**config.mk**
```make
export PLATFORM = sky130hd
export DESIGN_NAME = atm_keypad_entry
export DESIGN_NICKNAME = d
export VERILOG_FILES = /design/src/rtl/atm_keypad_pkg.sv /design/src/rtl/atm_inactivity_timer.sv /design/src/rtl/atm_keypad_entry.sv
export SDC_FILE = /design/constraint.sdc
export NUM_CORES = 1
export LEC_CHECK = 0
export CAP_MARGIN = 25
export CORE_MARGIN = 4
export CORE_UTILIZATION = 55
export CTS_BUF_LIST = sky130_fd_sc_hd__clkbuf_8
export CTS_CLUSTER_DIAMETER = 120
export DETAILED_ROUTE_END_ITERATION = 16
export PLACE_DENSITY = 0.84
export SLEW_MARGIN = 25
export SYNTH_ARGS = -nofsm -noshare
export SYNTH_HDL_FRONTEND = slang
export SYNTH_HIERARCHICAL = 1
export SYNTH_SLANG_ARGS = --single-unit
```
**constraint.sdc**
```tcl
create_clock -name clk -period 8.5 [get_ports clk]
set_clock_uncertainty 0.2 [all_clocks]
set_input_delay 0.85 -clock clk [delete_from_list [all_inputs] [get_ports clk]]
set_output_delay 0.85 -clock clk [all_outputs]
set_load 0.05 [all_outputs]
```
**src/rtl/atm_keypad_pkg.sv**
```systemverilog
// Shared key codes, entry modes and FSM state type for the ATM keypad front-end.
package atm_keypad_pkg;

    localparam logic [3:0] KEY_ENTER  = 4'hA;
    localparam logic [3:0] KEY_CLEAR  = 4'hB;
    localparam logic [3:0] KEY_CANCEL = 4'hC;

    localparam logic MODE_PIN    = 1'b0;
    localparam logic MODE_AMOUNT = 1'b1;

    typedef enum logic [1:0] {
        IDLE    = 2'd0,
        COLLECT = 2'd1,
        HOLD    = 2'd2
    } state_t;

    function automatic logic is_digit(input logic [3:0] code);
        return code <= 4'd9;
    endfunction

endpackage

```
**src/rtl/atm_inactivity_timer.sv**
```systemverilog
// Inactivity down-counter: expired is asserted on the TIMEOUT_CYC-th enabled cycle after load.
module atm_inactivity_timer #(
    parameter int unsigned TIMEOUT_CYC = 1000
) (
    input  logic clk,
    input  logic rst,
    input  logic load,
    input  logic enable,
    output logic expired
);

    localparam int unsigned CW = $clog2(TIMEOUT_CYC);

    logic [CW-1:0] r_cnt;

    // Loading TIMEOUT_CYC-1 puts expiry on the TIMEOUT_CYC-th cycle after the load edge.
    always_ff @(posedge clk or posedge rst) begin
        if (rst) begin
            r_cnt <= '0;
        end else if (load) begin
            r_cnt <= CW'(TIMEOUT_CYC - 1);
        end else if (enable && (r_cnt != '0)) begin
            r_cnt <= r_cnt - 1'b1;
        end
    end

    assign expired = enable && (r_cnt == '0);

endmodule

```
**src/rtl/atm_keypad_entry.sv**
```systemverilog
// Keypad entry front-end: collects a BCD PIN or a saturating decimal amount and
// hands it to the controller over a valid/ready handshake.
module atm_keypad_entry
    import atm_keypad_pkg::*;
#(
    parameter int unsigned PIN_DIGITS  = 4,
    parameter int unsigned AMT_DIGITS  = 5,
    parameter int unsigned AMT_W       = 16,
    parameter int unsigned TIMEOUT_CYC = 1000
) (
    input  logic                    clk,
    input  logic                    rst,
    input  logic                    entry_start,
    input  logic                    entry_mode,
    input  logic                    key_valid,
    input  logic [3:0]              key_code,
    output logic                    out_valid,
    input  logic                    out_ready,
    output logic                    out_is_amount,
    output logic [4*PIN_DIGITS-1:0] pin_out,
    output logic [AMT_W-1:0]        amount_out,
    output logic [2:0]              digit_count,
    output logic                    busy,
    output logic                    entry_error,
    output logic                    cancel_pulse,
    output logic                    timeout_pulse
);

    localparam int unsigned PIN_W  = 4 * PIN_DIGITS;
    localparam int unsigned AMT_XW = AMT_W + 4;
    localparam logic [AMT_XW-1:0] AMT_MAX = {4'b0000, {AMT_W{1'b1}}};

    state_t             r_state, w_state_d;
    logic               r_mode, w_mode_d;
    logic [PIN_W-1:0]   r_pin, w_pin_d;
    logic [AMT_W-1:0]   r_amt, w_amt_d;
    logic [2:0]         r_cnt, w_cnt_d;
    logic               r_out_valid, w_valid_d;
    logic               r_busy;
    logic               r_err, w_err_d;
    logic               r_cancel, w_cancel_d;
    logic               r_timeout, w_timeout_d;
    logic               w_wipe;
    logic               w_enter_ok;
    logic [AMT_XW-1:0]  w_amt_nxt;
    logic               w_tmr_load, w_tmr_en, w_tmr_expired;

    assign w_tmr_load = ((r_state == IDLE) && entry_start) || ((r_state == COLLECT) && key_valid);
    assign w_tmr_en   = (r_state == COLLECT);

    atm_inactivity_timer #(
        .TIMEOUT_CYC (TIMEOUT_CYC)
    ) u_timer (
        .clk     (clk),
        .rst     (rst),
        .load    (w_tmr_load),
        .enable  (w_tmr_en),
        .expired (w_tmr_expired)
    );

    // Wide enough that acc*10+d never wraps, so saturation is a plain compare.
    assign w_amt_nxt  = {4'b0000, r_amt} * AMT_XW'(10) + {{AMT_W{1'b0}}, key_code};
    assign w_enter_ok = (r_mode == MODE_PIN) ? (r_cnt == 3'(PIN_DIGITS)) : (r_amt != '0);

    always_comb begin
        w_state_d   = r_state;
        w_mode_d    = r_mode;
        w_pin_d     = r_pin;
        w_amt_d     = r_amt;
        w_cnt_d     = r_cnt;
        w_valid_d   = r_out_valid;
        w_err_d     = 1'b0;
        w_cancel_d  = 1'b0;
        w_timeout_d = 1'b0;
        w_wipe      = 1'b0;
        case (r_state)
            IDLE: begin
                if (entry_start) begin
                    w_state_d = COLLECT;
                    w_mode_d  = entry_mode;
                    w_wipe    = 1'b1;
                end
            end
            COLLECT: begin
                if (key_valid) begin
                    if (is_digit(key_code)) begin
                        if (r_mode == MODE_PIN) begin
                            if (r_cnt < 3'(PIN_DIGITS)) begin
                                w_pin_d = {r_pin[PIN_W-5:0], key_code};
                                w_cnt_d = r_cnt + 3'd1;
                            end else begin
                                w_err_d = 1'b1;
                            end
                        end else if ((r_cnt < 3'(AMT_DIGITS)) && (w_amt_nxt <= AMT_MAX)) begin
                            w_amt_d = w_amt_nxt[AMT_W-1:0];
                            w_cnt_d = r_cnt + 3'd1;
                        end else begin
                            w_err_d = 1'b1;
                        end
                    end else if (key_code == KEY_ENTER) begin
                        if (w_enter_ok) begin
                            w_state_d = HOLD;
                            w_valid_d = 1'b1;
                        end else begin
                            w_err_d = 1'b1;
                        end
                    end else if (key_code == KEY_CLEAR) begin
                        w_wipe = 1'b1;
                    end else if (key_code == KEY_CANCEL) begin
                        w_state_d  = IDLE;
                        w_wipe     = 1'b1;
                        w_cancel_d = 1'b1;
                    end
                end else if (w_tmr_expired) begin
                    w_state_d   = IDLE;
                    w_wipe      = 1'b1;
                    w_timeout_d = 1'b1;
                end
            end
            HOLD: begin
                // A completed handshake takes priority over a simultaneous CANCEL.
                if (r_out_valid && out_ready) begin
                    w_state_d = IDLE;
                    w_valid_d = 1'b0;
                end else if (key_valid && (key_code == KEY_CANCEL)) begin
                    w_state_d  = IDLE;
                    w_valid_d  = 1'b0;
                    w_wipe     = 1'b1;
                    w_cancel_d = 1'b1;
                end
            end
            default: begin
                w_state_d = IDLE;
                w_valid_d = 1'b0;
            end
        endcase
        if (w_wipe) begin
            w_pin_d = '0;
            w_amt_d = '0;
            w_cnt_d = '0;
        end
    end

    always_ff @(posedge clk or posedge rst) begin
        if (rst) begin
            r_state     <= IDLE;
            r_mode      <= MODE_PIN;
            r_pin       <= '0;
            r_amt       <= '0;
            r_cnt       <= '0;
            r_out_valid <= 1'b0;
            r_busy      <= 1'b0;
            r_err       <= 1'b0;
            r_cancel    <= 1'b0;
            r_timeout   <= 1'b0;
        end else begin
            r_state     <= w_state_d;
            r_mode      <= w_mode_d;
            r_pin       <= w_pin_d;
            r_amt       <= w_amt_d;
            r_cnt       <= w_cnt_d;
            r_out_valid <= w_valid_d;
            r_busy      <= (w_state_d != IDLE);
            r_err       <= w_err_d;
            r_cancel    <= w_cancel_d;
            r_timeout   <= w_timeout_d;
        end
    end

    assign out_valid     = r_out_valid;
    assign out_is_amount = r_mode;
    assign pin_out       = r_pin;
    assign amount_out    = r_amt;
    assign digit_count   = r_cnt;
    assign busy          = r_busy;
    assign entry_error   = r_err;
    assign cancel_pulse  = r_cancel;
    assign timeout_pulse = r_timeout;

endmodule

```
## Yosys cells after proc, flatten, opt, wreduce, memory -nomap -nowiden

Index checks and enable logic that the tools add are counted.

| word-level totals | value |
|---|---|
| bits in registers | 53 |
| output and inout port bits | 41 |
| logic and storage cells | 124 |

| cells by class | value |
|---|---|
| bitwise operators | 1 |
| add/subtract/negate cells | 3 |
| equal/unequal tests | 13 |
| magnitude comparators | 4 |
| mux-type cells | 65 |
| reduce and logical (&&, ||, !) cells | 26 |
| $mul | 1 |

Operator list:

| cell | number |
|---|---|
| $mux W16 | 12 |
| $mux W1 | 30 |
| $mux W3 | 7 |
| $add A20 B4 Y20 | 1 |
| $le A20 B16 Y1 const B | 1 |
| $mux W10 | 2 |
| $mux W2 | 10 |
| $mul A16 B3 Y19 const B | 1 |
| $reduce_bool A16 Y1 | 1 |
| $reduce_bool A2 Y1 | 8 |
| $reduce_and A5 Y1 | 3 |
| $eq A4 B4 Y1 const B | 3 |
| $logic_not A10 Y1 | 1 |
| $reduce_bool A10 Y1 | 1 |
| $sub A10 B1 Y10 const B | 1 |
| $ne A2 B2 Y1 const B | 4 |
| $logic_and A1 B1 Y1 | 7 |
| $lt A3 B3 Y1 const B | 2 |
| $pmux W1 S3 | 2 |
| $pmux W2 S3 | 1 |
| $reduce_and A6 Y1 | 1 |
| $le A4 B4 Y1 const B | 1 |
| $add A3 B1 Y3 const B | 1 |
| $eq A3 B3 Y1 const B | 1 |
| other kinds (11) | 11 |

## Depth between registers and ports, before layout

Gate-level depths: netlist of the first run.

| depth | value |
|---|---|
| depth in word-level cells | 10 |
| gate-level depth with buffers | 13 |
| depth with buffers taken out | 12 |

## By module

Netlist of the first run, hierarchy kept.

By module, submodules not included:

| module | cells each | instances | seq. area each (µm²) | area an instance (µm²) |
|---|---|---|---|---|
| atm_keypad_entry | 374 | 1 | 1076.0 | 3467.1 |
| atm_inactivity_timer | 61 | 1 | 250.2 | 575.6 |

## Worst setup path after synthesis of the first run

No wires, ideal clock.

| path | value |
|---|---|
| path kind | reg2reg |
| start point | register r_amt[1], in the netlist amount_out[1] |
| end point | register r_amt[1], in the netlist amount_out[1] |
| cell stages (with the launch flop) | 14 |
| buffers on the path | 1 |
| clock period less this slack | 4.262 ns |
| setup slack | 4.238 ns |
| data required time | 8.226 ns |
| arrival | 3.988 ns |
| path through | dfrtp_1 -> ha_1 -> ha_1 -> fa_1 -> a21o_1 -> a21oi_1 -> xnor2_1 -> nand4_2 -> or4b_4 -> nor3_4 -> mux2i_2 -> buf_6 -> nand3_2 -> o21ai_2 |

| on the way | value |
|---|---|
| longest elaborated chain between the ends | 6 |

Ends and longest elaborated chain:

| element | RTL line | source |
|---|---|---|
| start: declaration | atm_keypad_entry.sv:36 | `logic [AMT_W-1:0] r_amt, w_amt_d;` |
| start signal: assignment | atm_keypad_entry.sv:160 | `r_amt <= w_amt_d;` |
| $mul A16 B3 Y19 | atm_keypad_entry.sv:62 | `assign w_amt_nxt = {4'b0000, r_amt} * AMT_XW'(10) + {{AMT_W{1'b0}}, key_code};` |
| $add A20 B4 Y20 | atm_keypad_entry.sv:62 |  |
| $le A20 B16 Y1 | atm_keypad_entry.sv:94 | `end else if ((r_cnt < 3'(AMT_DIGITS)) && (w_amt_nxt <= AMT_MAX)) begin` |
| $logic_and A1 B1 Y1 | atm_keypad_entry.sv:94 |  |
| $reduce_bool A2 Y1 (no line) | -- |  |
| $reduce_and A5 Y1 (no line) | -- |  |

Every way passes these cells.
A chain may end at the register's enable or synchronous reset.

## Final worst setup path of the first run

| path | value |
|---|---|
| start point | register r_amt[1], in the netlist amount_out[1] |
| end point | register r_cnt[0], in the netlist digit_count[0] |

| on the way | value |
|---|---|
| longest elaborated chain between the ends | 6 |

Ends and longest elaborated chain:

| element | RTL line | source |
|---|---|---|
| $mul A16 B3 Y19 | atm_keypad_entry.sv:62 |  |
| $add A20 B4 Y20 | atm_keypad_entry.sv:62 |  |
| $le A20 B16 Y1 | atm_keypad_entry.sv:94 |  |
| $logic_and A1 B1 Y1 | atm_keypad_entry.sv:94 |  |
| $ne A3 B1 Y1 (no line) | -- |  |
| $reduce_and A5 Y1 (no line) | -- |  |
| end signal: assignment | atm_keypad_entry.sv:161 | `r_cnt <= w_cnt_d;` |
| end: declaration | atm_keypad_entry.sv:37 | `logic [2:0] r_cnt, w_cnt_d;` |

Every way passes these cells.

==> tab_implementation.tex, run 1 <==
\begin{tabular}{lr}
\hline
Metric & Value \\
\hline
\multicolumn{2}{l}{\textbf{Logic synthesis}} \\
Top cell type by total area after synthesis & dfrtp\_1 \\
Top-count cell post-synth & dfrtp\_1 \\
Number of synthesized flops with an enable pin & 0 \\
Mean instance size in the synthesized netlist & 9.29 um2 \\
Share of the synthesized area in the top cell type & approximately a third \\
Share of async-settable or async-resettable flops after synthesis & 100\% \\
Yosys synthesis warning count & 6 \\
Post-Synthesis Cells & about 440 \\
Cell area after technology mapping & 4040 um2 \\
Post-synth top flop & dfrtp\_1 \\
Proportion of synthesized chip area in sequential cells & 32.8\% \\
Most common library cells after synthesis & dfrtp\_1 (53), nand2\_1 (52), ha\_1 (38), nor2\_1 (36), a21oi\_1 (21) \\
Net Count, Synth & a little under 500 \\
Leading post-synthesis cells by cell area & dfrtp\_1 (33\%), ha\_1 (12\%), nand2\_1 (4.8\%) \\
Synthesis-stage register bit count & 53 \\
Count of different cell masters after synthesis & 67 \\
\multicolumn{2}{l}{\textbf{Setup path}} \\
Required @ worst endpoint & approximately 8.5 ns \\
Data arrival time of the critical path & 4.58 ns \\
Critical-path maximum fanout & 33 \\
Type of the worst setup path & reg -> reg \\
Startpoint of the worst register-to-register path & amount\_out[1] \\
Worst reg2reg endpoint & digit\_count[0] \\
Cell count of the worst reg-to-reg path & 13 \\
Startpoint types & flip-flop \\
Crit. End Element & flip-flop \\
R2r setup slk & 3.92 ns \\
\multicolumn{2}{l}{\textbf{Power and ir drop}} \\
Power Density & approximately 330 nW/um2 \\
Pleak & 0.00213 uW \\
Peak supply drop & about 0.33 mV \\
\multicolumn{2}{l}{\textbf{Flow run}} \\
Max-cap violation count & 0 \\
\multicolumn{2}{l}{\textbf{Run status}} \\
Status & finished clean \\
\multicolumn{2}{l}{\textbf{Hold path}} \\
Hold WC Path Type & reg -> reg \\
Start point of the worst min-delay path & pin\_out[14] \\
Hold Path Cell Cnt & 2 \\
Endpoint of the worst hold-timing path & pin\_out[14] \\
\multicolumn{2}{l}{\textbf{Clock network}} \\
H-Tree Level Count & 2 \\
Number of sinks handled by clock tree synthesis & 53 \\
Largest buffer count on any clock path & 2 \\
CTS Root Buffer Type & clkbuf\_8 \\
Cts-stage hold buffer count & 0 \\
Number of buffers added by the clock tree synthesis step & 5 \\
Clock Latency Late Sink & 0.31 ns \\
Post-CTS Setup Bufs & 0 \\
Clock slew seen by the registers of the worst setup and hold paths & 0.09 ns \\
Post-cts repair resize count & 0 \\
Clock tree from TritonCTS & yes \\
\multicolumn{2}{l}{\textbf{Drt}} \\
Number of vias per cell after detailed routing & 5.91 \\
Iter 0 DRT Violations & 183 \\
Detailed-router iteration count before antenna repair & 5 \\
Routed length per placed instance & 15.9 um \\
Drt drc & 0 \\
Aggregate routed wire length & 9210 um \\
DR vias & 3,414 \\
ANT nets after route & 0 \\
\multicolumn{2}{l}{\textbf{Final layout}} \\
Area used by sequential logic in the layout & 1330 um2 \\
Filler instances & 561 \\
Layout-stage area growth over the synthesis result & 16.4\% \\
Cell area after layout & 4710 um2 \\
Number of diodes & 0 \\
Share of post-route cells with drive strength above 1 & 12.4\% \\
Nets & 531 \\
Area of combinational cells with multiple inputs & 2590 um2 \\
\multicolumn{2}{l}{\textbf{Timing}} \\
Actual transition at the worst max-transition pin & 0.907 ns \\
RSZ-0062 raised after global routing & false \\
Crit path time final & 4.58 ns \\
Maximum operating frequency & 218 MHz \\
Number of max-slew violations in the final report & 0 \\
Rel. slew slack & 39.5\% \\
Final Hold Violating Endpoints & 0 \\
Final worst-path cycle share & between 50\% and 60\% \\
Final-layout worst hold slack & 0.282 ns \\
Count of endpoints failing setup in the final report & 0 \\
Total Neg Setup Slack & 0 ns \\
\multicolumn{2}{l}{\textbf{Global route}} \\
Wire length of the first global-routing pass & approximately 15,000 um \\
Largest net degree at the start of global routing & 44 \\
GRT overflow & 0 \\
Via count of the first global-routing pass & between 3k and 4k \\
Initial antenna violation count & 0 \\
Global-route usage over all layers & 21.6\% \\
\multicolumn{2}{l}{\textbf{Floorplan}} \\
Initial standard-cell utilization of the core & slightly below 60\% \\
Std-Cell Rows & 30 \\
I/O pin cnt & 51 \\
Y dimension of the die & 93.7 um \\
Horizontal die dimension & 93.7 um \\
Total Die Area & 8790 um2 \\
Placeable Area & 6980 um2 \\
\multicolumn{2}{l}{\textbf{Place}} \\
Final estimated routing congestion in global placement & 0.886 \\
Post-place instance area & 4620 um2 \\
HPWL after detailed placement & 7050 um \\
Input/output buffers & 50 \\
\hline
\end{tabular}
-- final cells by class --
class	count	area share, %
clock buffers	5	1.46
well taps	96	2.55
multi-input cells	352	55.1
repair buffers	53	11.1
clock inverters	3	0.372
inverters	16	1.28
flip-flops and latches	53	28.2
-- cells by family after synthesis --
group,after synthesis,synth area share [%]
buffers and inverters,30,3.44
adder cells (fa/ha/maj),40,12.8
AO/OA/AOI/OAI,100,18.2
AND/OR/NAND/NOR,170,23.1
multiplexers,18,4.58
XOR/XNOR,24,5.20
flip-flops,53,32.8
-- critical path, stage by stage, from the launching register on --
cell     delay (ns)
dfrtp_1        0.47
ha_1           0.32
ha_1           0.23
fa_1           0.42
a21o_1         0.24
a21oi_1        0.20
xnor2_1        0.23
nand4_2        0.20
or4b_4         0.59
nor3_4         0.27
mux2i_4        0.26
buf_4          0.46
nand2_1        0.19
mux2i_1        0.16
-- registers in the layout, indices dropped and copies added (netlist names) --
name and cells:
amount_out 16, pin_out 16, u_timer/r_cnt 10, digit_count 3, r_state 2, busy 1
cancel_pulse 1, entry_error 1, out_is_amount 1, out_valid 1, timeout_pulse 1
-- placed cells by master, fill, tap and decap left out, drive strengths merged, types with 14 or more instances in the layout --
| cell type | synthesis | final |
|---|---|---|
| a21oi | 21 | 21 |
| mux2i | 17 | 17 |
| xnor2 | 16 | 16 |
| dfrtp | 53 | 53 |
| inv | 16 | 15 |
| clkdlybuf4s50 | 0 | 50 |
| o21ai | 33 | 33 |
| nor3 | 14 | 14 |
| ha | 38 | 38 |
| nand2 | 52 | 52 |
| nor2 | 36 | 36 |
| nand3 | 23 | 23 |
-- through the flow --
stage | worst slack [ns] | total power [uW] | cells | utilization (%)
global placement | 4.06 | 1400 | 570 | 66.2
CTS | 3.90 | 1570 | 578 | 67.4
detailed placement | 3.92 | 1430 | 570 | 66.2
floorplan | 4.24 | 1160 | 435 | -
finish | 3.92 | 1570 | 578 | 67.4
global route | 3.74 | 1680 | 578 | 67.4
-- power by group --
part	switching [uW]	leakage [uW]	internal, uW	total (uW)
clock network	82.5	0.0000439	57.0	139
logic	649	0.00141	365	1010
registers	93.0	0.000680	320	413
total	824	0.00213	742	1570
-- metal layers --
| metal | share of wire (%) | GRT usage [%] | routed length, um |
|---|---|---|---|
| met1 | 46 | 30.1 | 4240 |
| met2 | 48 | 34.8 | 4460 |
| met3 | 4.2 | 4.49 | 389 |
| met4 | 1.3 | 4.57 | 121 |
| met5 | 0 | 0 | 0 |
-- worst max-delay path by stage --
| stage | from | end | slack (ns) | cells after the start |
|---|---|---|---|---|
| 2_1_floorplan | amount_out[1] | amount_out[1] | 4.24 | 13 |
| 3_3_place_gp | amount_out[1] | digit_count[1] | 4.06 | 13 |
| 3_5_place_dp | amount_out[1] | digit_count[0] | 3.92 | 13 |
| 4_1_cts | amount_out[1] | digit_count[0] | 3.90 | 13 |
| 5_1_grt | amount_out[1] | digit_count[0] | 3.74 | 13 |
| 6_report | amount_out[1] | digit_count[0] | 3.92 | 13 |
Note: power is estimated with default switching activity, not from simulation.
==> run 2: changes to the inputs <==
clock period = 4.7 ns   (was 8.5 ns; I/O delays follow)
==> tab_implementation.tex, run 2 (same netlist as run 1, synthesis figures left out) <==
\begin{tabular}{lr}
\hline
Metric & Value \\
\hline
\multicolumn{2}{l}{\textbf{Run status}} \\
Status & finished clean (unchanged) \\
\multicolumn{2}{l}{\textbf{Timing}} \\
Actual transition at the worst max-transition pin & 0.862 ns (was 0.907 ns) \\
Final-layout worst hold slack & 0.278 ns (was 0.282 ns) \\
Rel. slew slack & 42.6\% (was 39.5\%) \\
Final critical-path setup slack & 0.288 ns (was 3.92 ns) \\
Final worst-path cycle share & 93.9\% (was 53.9\%) \\
Count of endpoints failing setup in the final report & 0 (unchanged) \\
Maximum operating frequency & 227 MHz (was 218 MHz) \\
Total Neg Setup Slack & 0 ns (unchanged) \\
Crit path time final & 4.41 ns (was 4.58 ns) \\
RSZ-0062 raised after global routing & false (unchanged) \\
Number of max-slew violations in the final report & 0 (unchanged) \\
Final Hold Violating Endpoints & 0 (unchanged) \\
\multicolumn{2}{l}{\textbf{Floorplan}} \\
Total Die Area & 8790 um2 (unchanged) \\
Horizontal die dimension & 93.7 um (unchanged) \\
I/O pin cnt & 51 (unchanged) \\
Y dimension of the die & 93.7 um (unchanged) \\
Std-Cell Rows & 30 (unchanged) \\
Initial standard-cell utilization of the core & 57.9\% (unchanged) \\
Placeable Area & 6980 um2 (unchanged) \\
\multicolumn{2}{l}{\textbf{Setup path}} \\
Cell occurring most often along the worst timing path & ha\_1 (unchanged) \\
R2r setup slk & 0.29 ns (was 3.92 ns) \\
Critical path's slowest cell & or4b\_4 (unchanged) \\
Cell count of the worst reg-to-reg path & 13 (unchanged) \\
Data arrival time of the critical path & 4.45 ns (was 4.58 ns) \\
Critical Path, Cell by Cell & ha\_1, ha\_1, fa\_1, a21o\_1, a21oi\_1, xnor2\_1, nand4\_2, or4b\_4, nor3\_4, mux2i\_4, buf\_4, nand3\_2, o21ai\_2 (was ha\_1, ha\_1, fa\_1, a21o\_1, a21oi\_1, xnor2\_1, nand4\_2, or4b\_4, nor3\_4, mux2i\_4, buf\_4, nand2\_1, mux2i\_1) \\
Buffers \& Inverters on Critical Path & 1 (unchanged) \\
Required @ worst endpoint & 4.74 ns (was 8.50 ns) \\
Startpoint of the worst register-to-register path & amount\_out[1] (unchanged) \\
Worst reg2reg endpoint & amount\_out[10] (was digit\_count[0]) \\
Type of the worst setup path & reg -> reg (unchanged) \\
Biggest cell delay along the critical path & 0.58 ns (was 0.59 ns) \\
Critical-path maximum fanout & 11 (was 33) \\
Crit. End Element & flip-flop (unchanged) \\
CP delay by family, top & simple AND/OR/NAND/NOR gates (unchanged) \\
Startpoint types & flip-flop (unchanged) \\
\multicolumn{2}{l}{\textbf{Drt}} \\
Iter 0 DRT Violations & 157 (was 183) \\
Number of vias per cell after detailed routing & 5.86 (was 5.91) \\
ANT nets after route & 0 (unchanged) \\
Routed length per placed instance & 16.0 um (was 15.9 um) \\
Aggregate routed wire length & 9300 um (was 9210 um) \\
DR vias & 3,410 (was 3,414) \\
Drt drc & 0 (unchanged) \\
Detailed-router iteration count before antenna repair & 4 (was 5) \\
\multicolumn{2}{l}{\textbf{Clock network}} \\
Clock tree from TritonCTS & yes (unchanged) \\
Post-cts repair resize count & 0 (unchanged) \\
Number of buffers added by the clock tree synthesis step & 5 (unchanged) \\
Clock slew seen by the registers of the worst setup and hold paths & 0.10 ns (was 0.09 ns) \\
H-Tree Level Count & 2 (unchanged) \\
CTS Root Buffer Type & clkbuf\_8 (unchanged) \\
Number of sinks handled by clock tree synthesis & 53 (unchanged) \\
Largest buffer count on any clock path & 2 (unchanged) \\
Post-CTS Setup Bufs & 0 (unchanged) \\
Clock Latency Late Sink & 0.31 ns (about the same) \\
Cts-stage hold buffer count & 0 (unchanged) \\
\multicolumn{2}{l}{\textbf{Global route}} \\
Largest net degree at the start of global routing & 44 (unchanged) \\
Wire length of the first global-routing pass & 15,400 um (was 15,500 um) \\
Via count of the first global-routing pass & 3,285 (was 3,317) \\
Global-route usage over all layers & 21.5\% (was 21.6\%) \\
Initial antenna violation count & 0 (unchanged) \\
GRT overflow & 0 (unchanged) \\
\multicolumn{2}{l}{\textbf{Power and ir drop}} \\
Power share of the clock group & 9.2\% (was 8.9\%) \\
Power Density & 606 nW/um2 (was 333 nW/um2) \\
Comb pwr share & 64.9\% (was 64.7\%) \\
Total design power & 2880 uW (was 1570 uW) \\
Power dissipated by switching net loads & 1510 uW (was 824 uW) \\
Pleak & 0.00215 uW (was 0.00213 uW) \\
Relative contribution of sequential cells to total power & 25.9\% (was 26.4\%) \\
Peak supply drop & 0.497 mV (was 0.328 mV) \\
Internal & 1370 uW (was 742 uW) \\
Switching power share of the total & 52.3\% (was 52.6\%) \\
\multicolumn{2}{l}{\textbf{Final layout}} \\
Number of diodes & 0 (unchanged) \\
Commonest cells after routing, fill and taps aside & dfrtp\_1 (53), nand2\_1 (52), clkdlybuf4s50\_1 (50) (unchanged) \\
Nets & 535 (was 531) \\
Cell area after layout & 4760 um2 (was 4710 um2) \\
Share of post-route cells with drive strength above 1 & 13.2\% (was 12.4\%) \\
Filler instances & 565 (was 561) \\
Layout-stage area growth over the synthesis result & 17.7\% (was 16.4\%) \\
Most common cell after layout, fill and taps aside & dfrtp\_1 (unchanged) \\
\multicolumn{2}{l}{\textbf{Flow run}} \\
Max-cap violation count & 0 (unchanged) \\
\multicolumn{2}{l}{\textbf{Place}} \\
Post-place instance area & 4660 um2 (was 4620 um2) \\
Worst slack after detailed placement & 0.320 ns (was 3.92 ns) \\
Input/output buffers & 50 (unchanged) \\
HPWL after detailed placement & 7130 um (was 7050 um) \\
Final estimated routing congestion in global placement & 0.916 (was 0.886) \\
\multicolumn{2}{l}{\textbf{Hold path}} \\
Hold WC Path Type & in -> async (was reg -> reg) \\
\hline
\end{tabular}
[run 2: power by group through the flow]
stage                     registers [uW]  clock network, uW  logic (uW)
after CTS                            745                269        1870
final                                747                264        1870
after floorplan                     1080                  0        1030
after detailed placement             752                  0        1860
after global routing                 771                286        2040
after global placement               747                  0        1810
[run 2: final cells by class]
type	instances	area, um2	share of cell area (%)
multi-input combinational	352	2590	54.5
sequential	53	1330	27.9
timing repair buffer	57	566	11.9
tap	96	120	2.52
clock buffer	5	68.8	1.45
inverter	16	60.1	1.26
clock inverter	3	25.0	0.526
[run 2: metal layers]
layer | part of all wire [%] | track usage [%] | up-vias
met5 | 0 | 0 | -
met4 | 1.5 | 6.14 | 0
met3 | 4.1 | 3.29 | 15
met2 | 49 | 36.4 | 90
met1 | 45 | 28.6 | 1634
li1 | - | - | 1671
[run 2: how the worst max path moves through the flow]
stage / to / slack, ns / startpoint / cells past startpoint
after global placement: amount_out[10] / 0.42 / amount_out[1] / 13
after CTS: amount_out[10] / 0.28 / amount_out[1] / 13
after global routing: amount_out[8] / 0.07 / amount_out[1] / 13
after detailed placement: amount_out[8] / 0.32 / amount_out[1] / 13
final: amount_out[10] / 0.29 / amount_out[1] / 13
after floorplan: amount_out[1] / 0.44 / amount_out[1] / 13
[run 2: worst register-to-register path, stage by stage, from the launching register on]
cell	delay, ns
dfrtp_1	0.48
ha_1	0.33
ha_1	0.24
fa_1	0.42
a21o_1	0.24
a21oi_1	0.18
xnor2_1	0.21
nand4_2	0.19
or4b_4	0.58
nor3_4	0.26
mux2i_4	0.56
buf_4	0.27
nand3_2	0.09
o21ai_2	0.09
[run 2: through the flow]
step	instances	utilization, %
global placement	574	66.8
finish	582	68.1
detailed placement	574	66.8
floorplan	435	-
global route	582	68.1
CTS	582	68.1
